File: src/rtl/switch_control_param_pkg.sv
// Shared definitions for the Phoenix switch controller: port indices, FSM states,
// routing modes and the round-robin search helper.
package switch_control_pkg;

    localparam int unsigned EAST  = 0;
    localparam int unsigned WEST  = 1;
    localparam int unsigned NORTH = 2;
    localparam int unsigned SOUTH = 3;
    localparam int unsigned LOCAL = 4;

    localparam int unsigned MaxPorts = 5;
    localparam int unsigned IdxW     = 3;

    localparam int unsigned ROUTE_XY = 0;
    localparam int unsigned ROUTE_YX = 1;

    typedef enum logic [1:0] {
        IDLE,
        ARB,
        ROUTE,
        GRANT
    } state_e;

    // First set bit of req at or after ptr, wrapping modulo nport; 0 when none is set.
    function automatic logic [IdxW-1:0] rr_first(input logic [MaxPorts-1:0] req,
                                                 input int unsigned         ptr,
                                                 input int unsigned         nport);
        logic            found;
        logic [IdxW-1:0] idx;
        found    = 1'b0;
        rr_first = '0;
        for (int unsigned k = 0; k < MaxPorts; k++) begin
            if (k < nport) begin
                idx = IdxW'((ptr + k) % nport);
                if (!found && req[idx]) begin
                    found    = 1'b1;
                    rr_first = idx;
                end
            end
        end
    endfunction

endpackage

File: src/rtl/switch_control_param_if.sv
// Input-buffer / crossbar side signals of the switch controller.
interface switch_control_param_if #(
    parameter int unsigned NPORT  = 5,
    parameter int unsigned FLIT_W = 16,
    parameter int unsigned SEL_W  = $clog2(NPORT)
);
    logic [NPORT-1:0]        h;
    logic [NPORT-1:0]        ack_h;
    logic [NPORT*FLIT_W-1:0] data_in;
    logic [NPORT-1:0]        sender;
    logic [NPORT-1:0]        free;
    logic [NPORT*SEL_W-1:0]  mux_in;
    logic [NPORT*SEL_W-1:0]  mux_out;

    // Buffers/crossbar side.
    modport master (
        output h, data_in, sender,
        input  ack_h, free, mux_in, mux_out
    );

    // Controller side.
    modport slave (
        input  h, data_in, sender,
        output ack_h, free, mux_in, mux_out
    );
endinterface

File: src/rtl/switch_control_param_dor_route_calc.sv
// Dimension-order route calculator: maps a target XY address to an output port index.
module dor_route_calc
    import switch_control_pkg::*;
#(
    parameter int unsigned          COORD_W      = 4,
    parameter logic [2*COORD_W-1:0] ADDRESS      = 8'h11,
    parameter int unsigned          ROUTING_MODE = ROUTE_XY,
    parameter int unsigned          SEL_W        = 3
) (
    input  logic [2*COORD_W-1:0] target_i,
    output logic [SEL_W-1:0]     port_o
);

    localparam logic [COORD_W-1:0] LocalX = ADDRESS[2*COORD_W-1:COORD_W];
    localparam logic [COORD_W-1:0] LocalY = ADDRESS[COORD_W-1:0];

    logic [COORD_W-1:0] tx;
    logic [COORD_W-1:0] ty;

    assign tx = target_i[2*COORD_W-1:COORD_W];
    assign ty = target_i[COORD_W-1:0];

    always_comb begin
        port_o = SEL_W'(LOCAL);
        if (ROUTING_MODE == ROUTE_XY) begin
            if (tx > LocalX)      port_o = SEL_W'(EAST);
            else if (tx < LocalX) port_o = SEL_W'(WEST);
            else if (ty > LocalY) port_o = SEL_W'(NORTH);
            else if (ty < LocalY) port_o = SEL_W'(SOUTH);
        end else begin
            if (ty > LocalY)      port_o = SEL_W'(NORTH);
            else if (ty < LocalY) port_o = SEL_W'(SOUTH);
            else if (tx > LocalX) port_o = SEL_W'(EAST);
            else if (tx < LocalX) port_o = SEL_W'(WEST);
        end
    end

endmodule

File: src/rtl/switch_control_param.sv
// Phoenix NoC switch controller: round-robin header arbitration, in-block DOR routing and
// a per-input connection table driving the crossbar muxes.
module switch_control_param
    import switch_control_pkg::*;
#(
    parameter int unsigned          NPORT        = 5,
    parameter int unsigned          FLIT_W       = 16,
    parameter int unsigned          COORD_W      = FLIT_W / 4,
    parameter logic [2*COORD_W-1:0] ADDRESS      = 8'h11,
    parameter int unsigned          ROUTING_MODE = ROUTE_XY,
    parameter int unsigned          SEL_W        = $clog2(NPORT)
) (
    input logic                   clock,
    input logic                   reset,
    switch_control_param_if.slave bus_io
);

    state_e                       state_q, state_d;
    logic [SEL_W-1:0]             sel_q, sel_d;
    logic [SEL_W-1:0]             rr_ptr_q, rr_ptr_d;
    logic [NPORT-1:0]             free_q, free_d;
    logic [NPORT-1:0]             conn_valid_q, conn_valid_d;
    logic [NPORT-1:0]             sender_q;
    logic [NPORT-1:0][SEL_W-1:0]  mux_in_q, mux_in_d;
    logic [NPORT-1:0][SEL_W-1:0]  mux_out_q, mux_out_d;
    logic [NPORT-1:0]             ack_h;

    logic [2*COORD_W-1:0]         route_target;
    logic [SEL_W-1:0]             route_dir;
    logic                         dir_free;
    logic [SEL_W-1:0]             next_ptr;

    assign route_target = bus_io.data_in[32'(sel_q) * FLIT_W +: 2*COORD_W];

    dor_route_calc #(
        .COORD_W      (COORD_W),
        .ADDRESS      (ADDRESS),
        .ROUTING_MODE (ROUTING_MODE),
        .SEL_W        (SEL_W)
    ) u_route (
        .target_i (route_target),
        .port_o   (route_dir)
    );

    // A route pointing past the last implemented port is treated as busy.
    assign dir_free = (32'(route_dir) < NPORT) && free_q[route_dir];
    assign next_ptr = (sel_q == SEL_W'(NPORT - 1)) ? '0 : sel_q + 1'b1;

    always_comb begin
        state_d      = state_q;
        sel_d        = sel_q;
        rr_ptr_d     = rr_ptr_q;
        free_d       = free_q;
        conn_valid_d = conn_valid_q;
        mux_in_d     = mux_in_q;
        mux_out_d    = mux_out_q;
        ack_h        = '0;

        // Releases go first so a grant to a re-requesting input overrides its own release.
        for (int i = 0; i < NPORT; i++) begin
            if (sender_q[i] && !bus_io.sender[i] && conn_valid_q[i]) begin
                free_d[mux_in_q[i]] = 1'b1;
                conn_valid_d[i]     = 1'b0;
            end
        end

        case (state_q)
            IDLE: begin
                if (|bus_io.h) state_d = ARB;
            end
            ARB: begin
                if (|bus_io.h) begin
                    sel_d   = SEL_W'(rr_first(MaxPorts'(bus_io.h), 32'(rr_ptr_q), NPORT));
                    state_d = ROUTE;
                end else begin
                    state_d = IDLE;
                end
            end
            ROUTE: begin
                if (dir_free) begin
                    mux_out_d[route_dir] = sel_q;
                    mux_in_d[sel_q]      = route_dir;
                    conn_valid_d[sel_q]  = 1'b1;
                    free_d[route_dir]    = 1'b0;
                    state_d              = GRANT;
                end else begin
                    rr_ptr_d = next_ptr;
                    state_d  = IDLE;
                end
            end
            GRANT: begin
                ack_h[sel_q] = 1'b1;
                rr_ptr_d     = next_ptr;
                state_d      = IDLE;
            end
            default: state_d = IDLE;
        endcase
    end

    always_ff @(posedge clock) begin
        if (reset) begin
            state_q      <= IDLE;
            sel_q        <= '0;
            rr_ptr_q     <= '0;
            free_q       <= '1;
            conn_valid_q <= '0;
            sender_q     <= '0;
            mux_in_q     <= '0;
            mux_out_q    <= '0;
        end else begin
            state_q      <= state_d;
            sel_q        <= sel_d;
            rr_ptr_q     <= rr_ptr_d;
            free_q       <= free_d;
            conn_valid_q <= conn_valid_d;
            sender_q     <= bus_io.sender;
            mux_in_q     <= mux_in_d;
            mux_out_q    <= mux_out_d;
        end
    end

    assign bus_io.ack_h   = ack_h;
    assign bus_io.free    = free_q;
    assign bus_io.mux_in  = mux_in_q;
    assign bus_io.mux_out = mux_out_q;

endmodule

File: src/flat_wrapper.sv
// flat-port wrapper written by rule: the top's interface ports become plain ports
module switch_control_param_flat import switch_control_pkg::*;
#(
    parameter int unsigned          NPORT        = 5,
    parameter int unsigned          FLIT_W       = 16,
    parameter int unsigned          COORD_W      = FLIT_W / 4,
    parameter logic [2*COORD_W-1:0] ADDRESS      = 8'h11,
    parameter int unsigned          ROUTING_MODE = ROUTE_XY,
    parameter int unsigned          SEL_W        = $clog2(NPORT)
)
  (clock, reset, bus_io_h, bus_io_data_in, bus_io_sender, bus_io_ack_h, bus_io_free, bus_io_mux_in, bus_io_mux_out);
  switch_control_param_if #(.NPORT(NPORT), .FLIT_W(FLIT_W), .SEL_W(SEL_W)) bus_io_i ();
  input logic clock;
  input logic reset;
  input wire logic [$bits(bus_io_i.h)-1:0] bus_io_h;
  input wire logic [$bits(bus_io_i.data_in)-1:0] bus_io_data_in;
  input wire logic [$bits(bus_io_i.sender)-1:0] bus_io_sender;
  output wire logic [$bits(bus_io_i.ack_h)-1:0] bus_io_ack_h;
  output wire logic [$bits(bus_io_i.free)-1:0] bus_io_free;
  output wire logic [$bits(bus_io_i.mux_in)-1:0] bus_io_mux_in;
  output wire logic [$bits(bus_io_i.mux_out)-1:0] bus_io_mux_out;
  assign bus_io_i.h = bus_io_h;
  assign bus_io_i.data_in = bus_io_data_in;
  assign bus_io_i.sender = bus_io_sender;
  assign bus_io_ack_h = bus_io_i.ack_h;
  assign bus_io_free = bus_io_i.free;
  assign bus_io_mux_in = bus_io_i.mux_in;
  assign bus_io_mux_out = bus_io_i.mux_out;
  switch_control_param #(.NPORT(NPORT), .FLIT_W(FLIT_W), .COORD_W(COORD_W), .ADDRESS(ADDRESS), .ROUTING_MODE(ROUTING_MODE), .SEL_W(SEL_W)) u_core (.clock(clock), .reset(reset), .bus_io(bus_io_i));
endmodule
File: config.mk
export PLATFORM = sky130hd
export DESIGN_NAME = switch_control_param_flat
export DESIGN_NICKNAME = d
export VERILOG_FILES = /design/src/rtl/switch_control_param_pkg.sv /design/src/rtl/switch_control_param_if.sv /design/src/rtl/switch_control_param_dor_route_calc.sv /design/src/rtl/switch_control_param.sv /design/src/flat_wrapper.sv
export SDC_FILE = /design/constraint.sdc
export NUM_CORES = 1
export LEC_CHECK = 0
export CAP_MARGIN = 40
export CORE_UTILIZATION = 43
export DETAILED_ROUTE_END_ITERATION = 10
export GPL_TIMING_DRIVEN = 0
export PLACE_DENSITY = 0.78
export SLEW_MARGIN = 5
export SYNTH_ARGS = -nofsm -noshare
export SYNTH_HDL_FRONTEND = slang
export SYNTH_SLANG_ARGS = --single-unit
File: constraint.sdc
create_clock -name clock -period 4.2 [get_ports clock]
set_clock_uncertainty 0.15 [all_clocks]
set_input_delay 0.42 -clock clock [delete_from_list [all_inputs] [get_ports clock]]
set_output_delay 0.42 -clock clock [all_outputs]
set_load 0.01 [all_outputs]
==> results.md, run 1 <==
* Initial antenna violation count at 0
* Routed vias at 4419
* Clock transition at path regs at 0.10 ns
* Crit path cell chain: inv_4 -> buf_12 -> ha_4 -> inv_2 -> ha_4 -> inv_2 -> ha_4 -> nor3_4 -> nor2_2 -> xnor2_2 -> inv_2 -> ha_4 -> nor2b_2 -> o32ai_4 -> nor2_1 -> a21oi_2 -> nand4b_1 -> or3_4 -> or4_4 -> o211ai_2
* DRT antenna net count at 0
* Syn_nets at 625
* Relative slew slack at 0.4655
* FILL cells at 800
* Non-filler cells, final at 758
* H-Tree Depth at 2
* Die Y at 99.68 µm
* Max-cap viol count at 0
* CP max-delay cell: or4_4
* Largest stage delay on the critical path at 0.50 ns
* Status: finished, final reports clean
* Setup Viol. Count Final at 0
* Max FO, Critical Path at 6
* LEAKAGE at 2.090 nW
* HP Class: reg -> reg
* Total power at 1.416 mW
* I/O pins at 132
* WHS at 0.3439 ns
* WL per Instance at 17.35 µm
* Post-synth ARST share at 0
* Core ar. at 9240 µm²
* CTS Root Cell: clkbuf_8
* # diodes at 0
* HPWL Detailed at 9756 µm
* Worst path arrival time at 4.22 ns
* Share of the synthesized area in the top cell type at 0.2586
* Post-synth top cells: 62 x nor2_1, 53 x dfxtp_1, 39 x a21oi_1, 36 x nand2_1, 30 x mux2i_1
* Final Wtd Congestion at 0.9558
* Top delay family on crit path: simple AND/OR/NAND/NOR gates
* Fin nets at 742
* Placed cells at 729
* Register bit total from synthesis at 53
* Slew @ Worst Pin at 0.7946 ns
* Seq. cell area at 1070 µm²
* Mapped Area at 4103 µm²
* Slew Viols, Final at 0
* Total CTS buffers at 5
* Crit path kind: reg -> reg
* Worst IR Drop VDD at 0.1491 mV
* Most used DFF post-synth: dfxtp_1
* Gr usage total at 0.2597
* Rows at 35
* Pwr Density at 254.2 nW/µm²
* Synth cell types at 83
* Grt ovf at 0
* Sink Count at 53
* Synth warnings at 0
* Synthesized area per cell at 8.029 µm²
* Type of origin of the critical path: register
* Vias in the first global route at 4170
* Post-Synthesis Cells at 511
* Crit share post-route at 0.9834
* Area contributors post-synth: dfxtp_1 26%, mux2i_1 7.3%, ha_1 6.7%
* DIE WIDTH at 99.68 µm
* EDFF count, synth at 0
* Final wirelength at 13150 µm
* Area Growth Syn to Fin at 35.80%
* Port Buffers at 89
* Yosys top cell by area: dfxtp_1
* Post-route DRC violation count at 0
* DR pass1 iterations at 5
* Vias per cell at 5.830
* Sequential-to-total area share from yosys stat at 0.2586
* Count leader, synth: nor2_1
* CTS max path bufs at 2
* Req. time, crit path at 4.29 ns
* Full die area at 9936 µm²
* Pin count of the biggest net entering global routing at 19
* Achievable Freq at 242.1 MHz
* Period minus WS final at 4.130 ns
* Final core utilization at 0.6030
* Cell mode on critical path: ha_4
* 1st-iter DRT viols at 405
* CTS tree: done
* Final hold vios at 0
* Multi-input logic area at 2955 µm²
* Clk_lat worst skew at 0.32 ns
* Buffers & Inverters on Critical Path at 5
* First-pass GRT wire length at 20690 µm
* CP Capture Type: register
* Layout cells sized above 1 at 0.1669
* Initial cell density of the core at 0.4440
## final timing paths
path                                             start                      to  slack (ns)  depth (start not counted)
worst max-delay path                u_core.rr_ptr_q[0]         u_core.sel_q[2]        0.07                         20
worst max register to register      u_core.rr_ptr_q[0]         u_core.sel_q[2]        0.07                         20
worst min register to register  u_core.conn_valid_q[2]  u_core.conn_valid_q[2]        0.34                          2
worst min-delay path            u_core.conn_valid_q[2]  u_core.conn_valid_q[2]        0.34                          2
## state kept, by name (all words and copies together) (netlist names)
name                   flops
u_core.sender_q            5
u_core.bus_io.free         5
u_core.sel_q               3
u_core.rr_ptr_q            3
u_core.state_q             2
u_core.bus_io.mux_out     15
u_core.bus_io.mux_in      15
u_core.conn_valid_q        5
## per-layer routing
layer | global-route usage | wire, µm | up-vias
li1 | - | - | 2095
met1 | 0.3520 | 5549 | 2071
met2 | 0.4340 | 6251 | 231
met3 | 0.02881 | 1147 | 22
met4 | 0.07692 | 201 | 0
met5 | 0 | 0 | -
## timing repair
| item | 4_1_cts | 5_1_grt |
|---|---|---|
| pin swaps | 7 | 10 |
| hold endpoints to repair | 0 | 0 |
| setup buffers | 10 | 14 |
| setup endpoints to repair | 3 | 3 |
| hold buffers | 0 | 0 |
| resized for setup | 15 | 11 |
## power breakdown
part           switching [mW]  internal, mW
Combinational           0.306         0.271
Clock                   0.183         0.122
Sequential             0.0168         0.518
## layout make-up
cell class                      instances  area share
Clock inverter                          3    0.004491
Multi-Input combinational cell        408      0.5304
Inverter                               21     0.01617
Buffer                                 26     0.02336
Sequential cell                        53      0.1920
Clock buffer                            5     0.01235
Timing Repair Buffer                  113      0.1922
Tap cell                              129     0.02897
## worst reg2reg max path, delay by kind of cell (launching register included)
family,cells,cell delay (ns)
buf+inv,5,0.39
fa+ha+maj,4,0.78
flops,1,0.39
compound gates,3,0.57
xor+xnor,1,0.21
simple gates,7,1.60
## stage by stage
stage | worst slack (ns) | setup TNS (ns) | instance area, µm²
after floorplan | -0.003236 | -0.003236 | 4155
after global placement | -0.4574 | -1.125 | 5207
after detailed placement | -0.5926 | -1.471 | 5207
after CTS | 0.02983 | 0 | 5439
after global routing | -0.06988 | -0.1123 | 5572
final | 0.06981 | 0 | 5572
## cell families (layout without fill, tap and decap cells)
kind of cell             after synthesis  after routing  share of synthesized area
XOR/XNOR                              10             10                    0.02775
AO/OA/AOI/OAI                        115            115                     0.1998
buffers and inverters                 50            168                    0.05398
AND/OR/NAND/NOR                      224            224                     0.2922
multiplexers                          37             37                     0.1006
adder cells (fa/ha/maj)               22             22                    0.06709
flip-flops                            53             53                     0.2586
## layout by cell type (no fill, tap or decap), drive strengths merged, types with 3 or more instances in the layout
cell type,count
inv,21
a211oi,5
a22oi,5
a21oi,41
dfxtp,53
o22ai,4
nand2b,7
nor4,6
a31oi,3
and2,4
or3,6
clkdlybuf4s50,89
or2,7
nor2b,11
o211a,3
and3,3
nand3b,15
xnor2,9
nor3,29
nor2,62
nand2,37
o31ai,3
mux2,4
mux4,3
o21ai,17
or4,3
nand4,4
nor4b,5
nand3,11
ha,22
and4,4
mux2i,30
buf,34
clkbuf,21
Note: power is estimated with default switching activity, not from simulation.
==> inputs of run 2 (changes only) <==
- CORE_UTILIZATION: 43 -> 35
- PLACE_DENSITY: 0.78 -> 0.66
==> results.md, run 2 (synthesized netlist as in run 1, its figures left out) <==
* Req. time, crit path at 4.28 ns (about the same)
* Combinational Power Share at 0.368 (-0.040)
* HPWL Detailed at 10030 µm (+2.8%)
* Non-filler cells, final at 782 (+3.2%)
* Initial antenna violation count at 0 (unchanged)
* Sw frac at 0.3291 (-0.02779)
* Post-route DRC violation count at 0 (unchanged)
* Die Y at 110.3 µm (+11%)
* Placed cells at 743 (+1.9%)
* Hold Path Depth at 2 (unchanged)
* Pwr Density at 279.6 nW/µm² (+10%)
* DP Area at 5225 µm² (+0.34%)
* Gr usage total at 0.2294 (-0.03027)
* Worst path arrival time at 4.18 ns (-0.04 ns)
* RSZ-0062 raised after global routing: true
* Reg2Reg Setup Slack at 0.1 ns (+0.03 ns)
* Pin count of the biggest net entering global routing at 18 (-1)
* Full die area at 12160 µm² (+22%)
* Initial cell density of the core at 0.3593 (-0.08471)
* Reg2reg end: u_core.sel_q[2]
* HP Class: reg -> reg
* Grt ovf at 0 (unchanged)
* CTS max path bufs at 2 (unchanged)
* R2r startpoint: u_core.rr_ptr_q[1]
* Core ar. at 11420 µm² (+24%)
* Fin nets at 752 (+1.3%)
* Crit share post-route at 0.9763 (-0.007115)
* Max-cap viol count at 0 (unchanged)
* LEAKAGE at 2.183 nW (+4.4%)
* Clk_lat worst skew at 0.29 ns (-0.03 ns)
* Most common cell after layout, fill and taps aside: clkdlybuf4s50_1
* Total power at 1.607 mW (+13%)
* Crit path launch: u_core.rr_ptr_q[1]
* Setup Viol. Count Final at 0 (unchanged)
* FILL cells at 1118 (+40%)
* Pint at 1.078 mW (+18%)
* Routed vias at 4374 (-1.0%)
* Layout cells sized above 1 at 0.1815 (+0.01460)
* Seq pwr share at 0.333 (-0.044)
* WL per Instance at 17.82 µm (+2.7%)
* Port Buffers at 89 (unchanged)
* Status: finished, final reports clean
* Hold Crit Start: u_core.conn_valid_q[3]
* Worst R2R Path Depth at 18 (-10%)
* Sink Count at 53 (unchanged)
* Max FO, Critical Path at 8 (+2)
* Slew @ Worst Pin at 0.8564 ns (+0.06184 ns)
* Hold buffer count at CTS at 0 (unchanged)
* Relative slew slack at 0.4246 (-0.04087)
* Clock transition at path regs at 0.07 ns (-0.03 ns)
* Slew Viols, Final at 0 (unchanged)
* Achievable Freq at 243.9 MHz (+0.73%)
* Rows at 39 (+11%)
* Crit path kind: reg -> reg
* P_sw at 528.9 µW (+4.6%)
* Design area at 5748 µm² (+3.2%)
* Worst IR Drop VDD at 0.2098 mV (+41%)
* Total CTS buffers at 5 (unchanged)
* DIE WIDTH at 110.3 µm (+11%)
* DRT antenna net count at 0 (unchanged)
* DR pass1 iterations at 5 (unchanged)
* CP Capture Type: register
* # diodes at 0 (unchanged)
* 1st-iter DRT viols at 292 (-28%)
* Clock share of power at 0.300 (+0.085)
* Vias per cell at 5.593 (-4.1%)
* Total negative slack at 0 ns (unchanged)
* I/O pins at 132 (unchanged)
* Type of origin of the critical path: register
* Final hold vios at 0 (unchanged)
* Most frequent cells in the layout: 89 x clkdlybuf4s50_1, 60 x nor2_1, 50 x dfxtp_1, 37 x a21oi_1, 35 x nand2_1
* Final Wtd Congestion at 0.9112 (-4.7%)
* Vias in the first global route at 4239 (+1.7%)
* First-pass GRT wire length at 21540 µm (+4.1%)
* CTS tree: done
* CTS Root Cell: clkbuf_16
* Hold EP: u_core.conn_valid_q[3]
* H-Tree Depth at 2 (unchanged)
* Final wirelength at 13930 µm (+6.0%)
* Period minus WS final at 4.100 ns (-0.02988 ns)
* WHS at 0.3341 ns (-0.009751 ns)
* Area Growth Syn to Fin at 40.10%
## run 2: changes by cell type in the layout (fill, tap and decap cells not counted), moves of 2 or more
cell / before / now
buf_4: 24 / 34
clkbuf_8: 5 / 0
clkbuf_16: 0 / 5
a21oi_2: 4 / 2
a21oi_4: 0 / 2
inv_2: 4 / 2
## run 2: layout make-up
cell class / instances / area (µm²) / share of cell area
Multi-Input combinational cell: 408 / 2967 / 0.5161
Inverter: 21 / 100.1 / 0.01741
Sequential cell: 53 / 1072 / 0.1865
Clock inverter: 3 / 43.79 / 0.007619
Timing Repair Buffer: 124 / 1151 / 0.2003
Tap cell: 143 / 178.9 / 0.03113
Buffer: 25 / 110.1 / 0.01916
Clock buffer: 5 / 125.1 / 0.02177
## run 2: through the flow
step                setup slack, ns  utilization
finish                      0.09969       0.5034
global route               -0.03944       0.5034
CTS                         0.02136       0.4837
detailed placement          -0.5688       0.4576
global placement            -0.5005       0.4576
floorplan                 -0.003236            -
## run 2: power groups by stage
stage,sequential [mW],combinational [mW],clock (mW)
final,0.535,0.591,0.482
after global routing,0.537,0.635,0.504
after CTS,0.533,0.531,0.481
after detailed placement,0.547,0.493,0
after global placement,0.546,0.481,0
after floorplan,0.542,0.340,0
## run 2: critical path, stage by stage (launching register included)
cell and delay (ns):
dfxtp_4 0.38, inv_8 0.08, ha_4 0.15, inv_4 0.04, ha_4 0.28, inv_4 0.04
ha_4 0.16, nor3_4 0.20, nor2_2 0.08, xnor2_2 0.21, inv_2 0.08, ha_1 0.33
mux4_2 0.29, and3b_1 0.19, a21oi_2 0.18, nand4b_1 0.13, or3_4 0.43, or4_4 0.54
o211ai_2 0.07
## run 2: repair_timing
item | in CTS | in global routing
gates resized for setup | 14 | 21
endpoints found under the hold margin | 0 | 0
setup buffers | 9 | 26
setup endpoints to repair | 3 | 3
pin swaps | 6 | 19
## run 2: worst max path at each step
stage / to / slack (ns) / cells after the start
finish: u_core.sel_q[2] / 0.1 / 18
global route: u_core.sel_q[2] / -0.04 / 19
CTS: u_core.sel_q[2] / 0.02 / 21
detailed placement: u_core.sel_q[2] / -0.57 / 19
global placement: u_core.sel_q[2] / -0.50 / 20
floorplan: u_core.sel_q[2] / -0.003 / 21
## run 2: metal layers
layer  up-vias  part of all wire  GRT usage
met1      2067              0.44     0.2959
met2       177              0.48     0.3909
met3        25             0.061    0.03410
met4         0             0.020    0.07425
met5         -                 0          0
li1       2105                 -          -
==> inputs of run 3 (changes only) <==
- CTS_BUF_LIST: unset -> sky130_fd_sc_hd__clkbuf_8
==> results.md, run 3 (synthesized netlist as in run 1, its figures left out) <==
* Initial antenna violation count at 0 (unchanged)
* Post-route DRC violation count at 0 (unchanged)
* CP Capture Type: register
* Slew Viols, Final at 0 (unchanged)
* Period minus WS final at 4.108 ns (+0.008111 ns)
* WHS at 0.3376 ns (+0.003521 ns)
* H-Tree Depth at 2 (unchanged)
* Full die area at 12160 µm² (unchanged)
* CTS max path bufs at 2 (unchanged)
* Relative slew slack at 0.4291 (+0.004498)
* Gr usage total at 0.2296 (about the same)
* HP Class: reg -> reg
* Total negative slack at 0 ns (unchanged)
* # diodes at 0 (unchanged)
* Worst path arrival time at 4.21 ns (+0.03 ns)
* Pwr Density at 261.0 nW/µm² (-6.6%)
* Non-filler cells, final at 783 (+0.13%)
* Status: finished, final reports clean
* Achievable Freq at 243.4 MHz (-0.20%)
* Setup Viol. Count Final at 0 (unchanged)
* CTS tree: done
* Max-cap viol count at 0 (unchanged)
* Total CTS buffers at 5 (unchanged)
* CP max-delay cell: or4_4
* DIE WIDTH at 110.3 µm (unchanged)
* First-pass GRT wire length at 21560 µm (about the same)
* Most frequent cells in the layout: 89 x clkdlybuf4s50_1, 60 x nor2_1, 50 x dfxtp_1, 37 x a21oi_1
* DRT antenna net count at 0 (unchanged)
* Grt ovf at 0 (unchanged)
* Cell mode on critical path: ha_4
* Setup Slack @ Placement at -0.5688 ns (unchanged)
* Final core utilization at 0.4991 (-0.004274)
* Clk_lat worst skew at 0.32 ns (+0.03 ns)
* Worst IR Drop VDD at 0.1666 mV (-21%)
* Setup WS post-layout at 0.09158 ns (-0.008111 ns)
* Clock transition at path regs at 0.10 ns (+0.03 ns)
* Crit path cell chain: inv_8 -> ha_4 -> inv_4 -> ha_4 -> inv_4 -> ha_4 -> nor3_4 -> nor2_2 -> xnor2_2 -> inv_2 -> ha_4 -> nor2b_4 -> o32ai_4 -> or3_4 -> a21oi_4 -> nand4b_1 -> or3_4 -> or4_4 -> o211ai_2
* Final hold vios at 0 (unchanged)
* Initial cell density of the core at 0.3593 (unchanged)
* CTS Root Cell: clkbuf_8
* Placed cells at 743 (unchanged)
* Most common cell after layout, fill and taps aside: clkdlybuf4s50_1
* Rows at 39 (unchanged)
* Final wirelength at 13870 µm (-0.47%)
* Type of origin of the critical path: register
* HPWL Detailed at 10030 µm (unchanged)
* LEAKAGE at 2.161 nW (-0.99%)
* 1st-iter DRT viols at 287 (-1.7%)
* Crit path kind: reg -> reg
* I/O pins at 132 (unchanged)
* Core ar. at 11420 µm² (unchanged)
* Pin count of the biggest net entering global routing at 18 (unchanged)
* Req. time, crit path at 4.30 ns (+0.02 ns)
* Layout cells sized above 1 at 0.1828 (+0.001279)
* Crit share post-route at 0.9782 (+0.001931)
* Seq. cell area at 1072 µm² (unchanged)
* Vias per cell at 5.576 (-0.31%)
* Max FO, Critical Path at 7 (-1)
* Routed vias at 4366 (-0.18%)
* Final Wtd Congestion at 0.9112 (unchanged)
* Sink Count at 53 (unchanged)
* Vias in the first global route at 4235 (-0.094%)
* WL per Instance at 17.71 µm (-0.60%)
* RSZ-0062 raised after global routing: true
* Hold buffer count at CTS at 0 (unchanged)
* FILL cells at 1123 (+0.45%)
* Multi-input logic area at 2967 µm² (unchanged)
* Area Growth Syn to Fin at 38.91%
* Die Y at 110.3 µm (unchanged)
* DR pass1 iterations at 5 (unchanged)
* Slew @ Worst Pin at 0.8497 ns (-0.006695 ns)
* Largest stage delay on the critical path at 0.54 ns (about the same)
* Port Buffers at 89 (unchanged)
* Fin nets at 753 (+0.13%)
[run 3: final cells by class]
type	count	area share
multi-input cells	408	0.5205
repair buffers	125	0.2033
flip-flops and latches	53	0.1881
well taps	143	0.03139
plain buffers	25	0.01932
inverters	21	0.01756
clock buffers	5	0.01207
clock inverters	3	0.007684
[run 3: layer usage]
layer  global-route usage  up-vias  wire length [µm]
li1                     -     2107                 -
met1               0.2971     2049              6060
met2               0.3944      187              6745
met3              0.03175       23               811
met4              0.06861        0               250
met5                    0        -                 0
[run 3: final timing paths]
check,from,to,slack [ns],depth (start not counted)
worst max-delay path,u_core.rr_ptr_q[1],u_core.sel_q[2],0.09,19
worst min register to register,u_core.conn_valid_q[3],u_core.conn_valid_q[3],0.34,2
worst min-delay path,u_core.conn_valid_q[3],u_core.conn_valid_q[3],0.34,2
worst max register to register,u_core.rr_ptr_q[1],u_core.sel_q[2],0.09,19
[run 3: critical path: cells and delay by family (launching register included)]
kind,cells,cell delay [ns]
xor+xnor,1,0.21
flops,1,0.40
fa+ha+maj,4,0.77
buf+inv,4,0.24
simple gates,7,1.76
compound gates,3,0.49
[run 3: where the power goes]
part	switching, mW	internal (mW)	total, mW	leakage (nW)
clock	0.185	0.179	0.364	0.0585
combinational	0.311	0.278	0.589	1.67
sequential	0.0170	0.517	0.534	0.432
total	0.513	0.975	1.49	2.16
[run 3: metrics by stage]
stage | instance area [µm²] | power, mW
floorplan | 4155 | 0.8818
global placement | 5225 | 1.027
detailed placement | 5225 | 1.039
CTS | 5466 | 1.427
global route | 5699 | 1.560
finish | 5699 | 1.488
[run 3: what timing repair did]
action                                  4_1_cts  5_1_grt
resized for setup                            14       21
buffers inserted                              9       27
cloned                                        0        0
endpoints found under the setup margin        3        3
pin swaps                                     6       19
